==> config.mk <==
export PLATFORM = sky130hd
export DESIGN_NAME = yutorina_bus_master_if
export DESIGN_NICKNAME = d
export VERILOG_FILES = /design/src/rtl/yutorina_bus_master_if.sv
export SDC_FILE = /design/constraint.sdc
export NUM_CORES = 1
export LEC_CHECK = 0
export CORE_ASPECT_RATIO = 0.75
export CORE_UTILIZATION = 51
export CTS_CLUSTER_DIAMETER = 30
export CTS_CLUSTER_SIZE = 28
export DETAILED_ROUTE_END_ITERATION = 16
export PLACE_DENSITY = 0.85
export SYNTH_ARGS = -nofsm -noshare
export SYNTH_HDL_FRONTEND = slang
export SYNTH_SLANG_ARGS = --single-unit
==> constraint.sdc <==
create_clock -name clk -period 4.3 [get_ports clk]
set_clock_uncertainty 0.05 [all_clocks]
set_input_delay 0.645 -clock clk [delete_from_list [all_inputs] [get_ports clk]]
set_output_delay 0.645 -clock clk [all_outputs]
set_load 0.02 [all_outputs]
==> src/rtl/yutorina_bus_master_if.sv <==
// Master-side bus sequencer: turns a one-cycle client request into a
// request/grant/strobe/ready bus transaction, with a watchdog that aborts
// accesses whose slave never answers. All outputs are registered.
module yutorina_bus_master_if #(
    parameter int ADDR_W  = 30,
    parameter int DATA_W  = 32,
    parameter int TIMEOUT = 255
) (
    input  logic              clk,
    input  logic              rst,
    input  logic              cpu_req,
    input  logic              cpu_rw,
    input  logic [ADDR_W-1:0] cpu_addr,
    input  logic [DATA_W-1:0] cpu_wr_data,
    output logic [DATA_W-1:0] cpu_rd_data,
    output logic              cpu_busy,
    output logic              cpu_done,
    output logic              cpu_err,
    output logic              m_req_,
    input  logic              m_grnt_,
    output logic              m_as_,
    output logic              m_rw,
    output logic [ADDR_W-1:0] m_addr,
    output logic [DATA_W-1:0] m_wr_data,
    input  logic [DATA_W-1:0] s_rd_data,
    input  logic              s_rdy_
);

    typedef enum logic [1:0] {IDLE, REQ, ACCESS, WAIT_RDY} state_t;

    // Client request captured at acceptance, replayed onto the bus at grant.
    typedef struct packed {
        logic              rw;
        logic [ADDR_W-1:0] addr;
        logic [DATA_W-1:0] wr_data;
    } req_t;

    localparam logic [15:0] TO = 16'(TIMEOUT);

    state_t            state, state_nxt;
    req_t              lat, lat_nxt;
    logic [15:0]       wd, wd_nxt;
    logic              req_n_nxt, as_n_nxt, rw_nxt, busy_nxt, done_nxt, err_nxt;
    logic [ADDR_W-1:0] addr_nxt;
    logic [DATA_W-1:0] wdata_nxt, rd_nxt;
    logic              rel;

    // Next-state and next-output computation; every register has a default.
    always_comb begin
        state_nxt = state;
        lat_nxt   = lat;
        wd_nxt    = wd;
        req_n_nxt = m_req_;
        as_n_nxt  = 1'b1;          // strobe is low for the ACCESS cycle only
        rw_nxt    = m_rw;
        addr_nxt  = m_addr;
        wdata_nxt = m_wr_data;
        rd_nxt    = cpu_rd_data;
        busy_nxt  = cpu_busy;
        done_nxt  = 1'b0;
        err_nxt   = 1'b0;
        rel       = 1'b0;

        // busy covers the done/err cycle itself and drops right after it
        if (cpu_done || cpu_err)
            busy_nxt = 1'b0;

        case (state)
            IDLE: begin
                // busy still high on the done/err cycle, so a request there is dropped
                if (cpu_req && !cpu_busy) begin
                    lat_nxt   = '{rw: cpu_rw, addr: cpu_addr, wr_data: cpu_wr_data};
                    req_n_nxt = 1'b0;
                    busy_nxt  = 1'b1;
                    state_nxt = REQ;
                end
            end
            REQ: begin
                if (!m_grnt_) begin
                    as_n_nxt  = 1'b0;
                    rw_nxt    = lat.rw;
                    addr_nxt  = lat.addr;
                    wdata_nxt = lat.wr_data;
                    wd_nxt    = '0;
                    state_nxt = ACCESS;
                end
            end
            ACCESS, WAIT_RDY: begin
                // ready wins over the timeout when both land on the same cycle
                if (!s_rdy_) begin
                    done_nxt = 1'b1;
                    if (m_rw)
                        rd_nxt = s_rd_data;
                    rel = 1'b1;
                end else if (state == WAIT_RDY && wd == TO) begin
                    err_nxt = 1'b1;
                    rel     = 1'b1;
                end else begin
                    wd_nxt    = wd + 16'd1;
                    state_nxt = WAIT_RDY;
                end
            end
            default: state_nxt = IDLE;
        endcase

        // Releasing the bus zeroes our drive so the OR-muxed bus sees only the owner.
        if (rel) begin
            req_n_nxt = 1'b1;
            as_n_nxt  = 1'b1;
            rw_nxt    = 1'b1;
            addr_nxt  = '0;
            wdata_nxt = '0;
            state_nxt = IDLE;
        end
    end

    // State and output registers with synchronous reset.
    always_ff @(posedge clk) begin
        if (rst) begin
            state       <= IDLE;
            lat         <= '0;
            wd          <= '0;
            m_req_      <= 1'b1;
            m_as_       <= 1'b1;
            m_rw        <= 1'b1;
            m_addr      <= '0;
            m_wr_data   <= '0;
            cpu_rd_data <= '0;
            cpu_busy    <= 1'b0;
            cpu_done    <= 1'b0;
            cpu_err     <= 1'b0;
        end else begin
            state       <= state_nxt;
            lat         <= lat_nxt;
            wd          <= wd_nxt;
            m_req_      <= req_n_nxt;
            m_as_       <= as_n_nxt;
            m_rw        <= rw_nxt;
            m_addr      <= addr_nxt;
            m_wr_data   <= wdata_nxt;
            cpu_rd_data <= rd_nxt;
            cpu_busy    <= busy_nxt;
            cpu_done    <= done_nxt;
            cpu_err     <= err_nxt;
        end
    end

endmodule

Word level (Yosys, flattened, before mapping). Cells that the tools add are included.

Register bits after elaboration: 181. Output and inout port bits: 100. Input port bits: 100.

Add/sub/neg operators: 1. Muxes and demuxes: 17. Bitwise logic cells: 4. Equal/unequal tests: 8. Reduce and logical (&&, ||, !) cells: 16.

Operator list (number): $mux 16 (3); $pmux 16 s2 (1); $add 16x1->16 const B (1); $eq 16x8->1 const B (1); $mux 1 (8); $mux 2 (4); $ne 2x2->1 const B (4); $reduce_and 4->1 (2); $pmux 2 s3 (1); $reduce_or 2->1 (3); $reduce_or 3->1 (2); $eq 2x2->1 const B (2); $not 1->1 (4); $reduce_and 2->1 (2); $reduce_and 3->1 (1); $eq 2x1->1 const B (1); $logic_and 1x1->1 (2); $logic_not 2->1 (1); $reduce_bool 2->1 (1); $logic_not 1->1 (1); $logic_or 1x1->1 (1).

Depth between registers and ports, before layout.
Depth in word-level cells: 6. Gate-level depth with buffers: 8. Mapped depth without buffers: 5.

Worst setup path before layout. Ideal clock, no wire load.

Path type: input -> register. Start point: input port m_grnt_. End point: register wd[6]. Arrival: 1.608 ns. Data required time: 4.115 ns. Setup slack: 2.507 ns. Stages on the path: 4. Cells stage by stage: or3b_1 > and3_1 > a31oi_1 > a31oi_1.

Longest elaborated chain between the ends: 2.

RTL lines: start, declared (RTL line 20) `input logic m_grnt_,`; $ne 2x2->1 (no line); $reduce_and 4->1 (no line); end signal, assigned (RTL line 135) `wd <= wd_nxt;`; end, declared (RTL line 42) `logic [15:0] wd, wd_nxt;`.

Every way passes these cells. A chain may end at the register's enable or synchronous reset.

Final worst setup path.
Start point: register wd[0]. End point: register m_wr_data[5].

Longest elaborated chain between the ends: 6.

RTL lines: $eq 16x8->1 (RTL line 95) `end else if (state == WAIT_RDY && wd == TO) begin`; $logic_and 1x1->1 (RTL line 95); $mux 1 (RTL line 95); $mux 1 (RTL line 90) `if (!s_rdy_) begin`; $mux 1 (RTL line 68) `case (state)`; $reduce_or 2->1 (no line); end signal, assigned (RTL line 140) `m_wr_data <= wdata_nxt;`; end, declared (RTL line 24) `output logic [DATA_W-1:0] m_wr_data,`.

Every way passes these cells.

==> Flow_metrics.wiki <==
{| class="wikitable"
! Metric !! Value
|-
| Wirelength per Cell || 15.39 um
|-
| Signal arrival time at the worst endpoint || 2.75 ns
|-
| Cell depth of the worst hold path || 2
|-
| Leak Pwr || 3.179 nW
|-
| Count of vias placed by the detailed router || 6315
|-
| Register bit count reported by yosys || 181
|-
| Die X || 135.4 um
|-
| Max-Cap Viols || 0
|-
| DR vias/cell || 5.289
|-
| Most frequent cells in the layout || 329 x nand2_1, 198 x clkdlybuf4s50_1, 181 x dfxtp_1, 135 x a21oi_1, 30 x a21oi_2
|-
| Period utilization || 59.34%
|-
| Pin count of the biggest net entering global routing || 68
|-
| Number of antenna repair diodes || 0
|-
| Relative slew slack || 25.36%
|-
| Count of final hold-check violations || 0
|-
| Initial core utilization || 52.30%
|-
| Portion of the post-synthesis area used by sequential elements || 53.23%
|-
| Cell breakdown of the critical path || ha_1 > nand3_1 > nor2_1 > a211o_4 > a21oi_1
|-
| Cell with the biggest individual delay on the critical path || a211o_4
|-
| CTS max path bufs || 2
|-
| Row count || 36
|-
| Die Y || 102.1 um
|-
| Number of buffers added by the clock tree synthesis step || 17
|-
| Syn. warnings || 0
|-
| Total iterations of the first detailed-routing run || 5
|-
| Die Footprint || 0.01382 sq mm
|-
| Crit end category || register
|-
| Share of post-route cells with drive strength above 1 || 7.625%
|-
| Post-CTS repair timing setup buffer count || 0
|-
| Critical path's top delay family || compound AO/OA/AOI/OAI gates
|-
| Grt total ovfl || 0
|-
| Setup CP Type || register to register
|-
| Post-Synthesis Cells || 845
|-
| Initial antenna violation count || 0
|-
| Drt first-iter violations || 383
|-
| Fin cells || 1194
|-
| Yosys cell types || 47
|-
| Cell types with the largest area share after synthesis || dfxtp_1 53%, nand2_1 18%, a21oi_1 9.9%, a21oi_2 3.9%, clkbuf_1 2.4%
|-
| Slowest Stage Delay on Critical Path || 0.83 ns
|-
| Number of H-tree branching levels || 4
|-
| Net count reported at finish || 1113
|-
| Gr usage total || 26.42%
|-
| Tot Pwr || 0.003854 W
|-
| Cell taking the most area after synthesis || dfxtp_1
|-
| Placed instance count || 1164
|-
| Result of the run || finished clean
|-
| Port-buffer cells || 199
|-
| Depth of the worst register-to-register path || 5
|-
| Commonest non-fill, non-tap cell in the layout || nand2_1
|-
| Number of global-route vias before repair || 5726
|-
| Clock transition time at the flip-flop clock pins of the worst setup and hold paths || 0.07 ns
|-
| P per Cell Area || 408.7 mW/mm^2
|-
| Register-to-Register Setup Slack || 1.75 ns
|-
| CTS tree || done
|-
| Worst-case hold slack || 0.3984 ns
|-
| Synthesized net count || 946
|-
| Data required time at the worst endpoint || 4.50 ns
|-
| PostCTS Resize Cnt || 0
|-
| CTS sink cnt || 181
|-
| Top flip-flop cell by instance count after synthesis || dfxtp_1
|-
| Area delta synth->final || 38.54%
|-
| Worst reg2reg endpoint || m_wr_data[5]
|-
| Total Negative Setup Slacks || 0 ns
|-
| # setup viols final || 0
|-
| Post-synth top area share || 53.23%
|-
| DRC violations left || 0
|-
| Source-to-sink clock delay at the later pin of the worst-skew pair || 0.42 ns
|-
| Buf+Inv Stages, Crit Path || 0
|-
| Placeable core region || 0.01302 sq mm
|-
| Number of synthesized flops with an enable pin || 0
|-
| Hold Path Sink || m_addr[27]
|-
| Weighted congestion reported at the end of routability-driven placement || 0.9061
|-
| Transition at the pin with the smallest max-transition slack || 1.120 ns
|-
| Critical R2R Launch || wd[0]
|-
| Largest fanout of any net on the critical path || 67
|-
| Minimum clock period after layout || 2.552 ns
|-
| Fin. max-slew vios || 0
|-
| Half-perimeter wire length after placement || 11850 um
|-
| Cell area after technology mapping || 0.006808 sq mm
|-
| Startpoint of the worst hold path || lat[59]
|-
| CTS Root Cell || clkbuf_16
|-
| I/O pin count || 200
|-
| Startpoint Class || register
|-
| Post-Syn Area per Cell || 8.057 sq um
|-
| Number of nets with antenna violations after routing || 0
|-
| Max Fclk || 391.9 MHz
|-
| Worst min-delay path class || register to register
|-
| Maximum ir drop on the vdd rail || 288.0 uV
|-
| Final wirelength || 18370 um
|-
| RSZ-0062 raised after global routing || no
|-
| First-pass GRT wire length || 28530 um
|-
| Number of hold buffers added after cts || 0
|-
| Post-synthesis async set-or-reset flop share || 0%
|}
## Yosys cell counts, types with 2 or more instances
library cell / number
nand3b_1: 2
o32ai_1: 2
nor2b_1: 8
nand2_1: 329
a21oi_1: 135
o21ai_0: 4
a32oi_1: 2
mux2i_1: 3
nor4_1: 4
nand3_1: 8
nor3_1: 4
inv_1: 10
nand2b_1: 5
a21o_1: 3
buf_6: 5
and2_1: 2
or3_1: 3
nand4_1: 9
dfxtp_1: 181
o22ai_1: 2
o211ai_1: 2
clkbuf_1: 43
buf_2: 8
and3_1: 5
nor2_1: 8
a31oi_1: 4
a2111oi_0: 2
a21oi_2: 30
o311ai_0: 4
## worst min-delay path: stages, from the launching register on
cell and delay (ns):
dfxtp_1 0.31, nand2_1 0.05, a21oi_1 0.05
## metrics by stage
stage	utilization [%]	setup slack (ns)	instance area [sq um]
after floorplan	-	2.507	6808
after global placement	67.65	1.535	8806
after detailed placement	67.65	1.459	8806
after CTS	72.45	1.792	9432
after global routing	72.45	1.582	9432
final	72.45	1.748	9432
## worst max-delay path by stage
stage	from	endpoint	slack, ns	cells after the start
after detailed placement	s_rdy_	cpu_rd_data[4]	1.46	5
after global placement	m_grnt_	wd[6]	1.53	6
after global routing	wd[0]	m_wr_data[6]	1.58	5
after floorplan	m_grnt_	wd[6]	2.51	4
final	wd[0]	m_wr_data[5]	1.75	5
after CTS	wd[0]	m_wr_data[5]	1.79	5
## metal layers
layer / GRT usage [%] / wire (um) / vias to the layer above
li1: - / - / 3130
met1: 33.79 / 8140 / 2947
met2: 43.04 / 8626 / 211
met3: 7.292 / 1295 / 27
met4: 9.507 / 310 / 0
met5: 0 / 0 / -
## area by class of cell
| cell class | instances | area [sq um] |
|---|---|---|
| sequential | 181 | 3623 |
| fill | 1020 | 3586 |
| multi-input combinational | 596 | 2889 |
| timing repair buffer | 206 | 2042 |
| clock buffer | 17 | 425.4 |
| tap | 171 | 214.0 |
| clock inverter | 13 | 200.2 |
| inverter | 10 | 37.54 |
## flip-flops by register name (all words and copies together) (netlist names)
| signal | count |
|---|---|
| cpu_busy | 1 |
| cpu_done | 1 |
| cpu_err | 1 |
| cpu_rd_data | 32 |
| lat | 63 |
| m_addr | 30 |
| m_as_ | 1 |
| m_req_ | 1 |
| m_rw | 1 |
| m_wr_data | 32 |
| state | 2 |
| wd | 16 |
## cells by family (layout without fill, tap and decap cells)
family                     after synthesis  in the layout  share of synthesized area, %
adders and majority gates                1              1                        0.1838
muxes                                    3              3                        0.4411
DFF                                    181            181                         53.23
AOI/OAI and AO/OA                      194            194                         17.13
and+or+nand+nor                        397            397                         24.37
xor gates and xnor gates                 1              1                        0.1287
buffers and inverters                   68            246                         4.521
## power by group
group,switching [W],leakage [nW],internal (W)
clock,0.000669,0.299,0.000978
sequential,0.0000401,1.47,0.00175
combinational,0.000240,1.41,0.000179
Note: power is estimated with default switching activity, not from simulation.
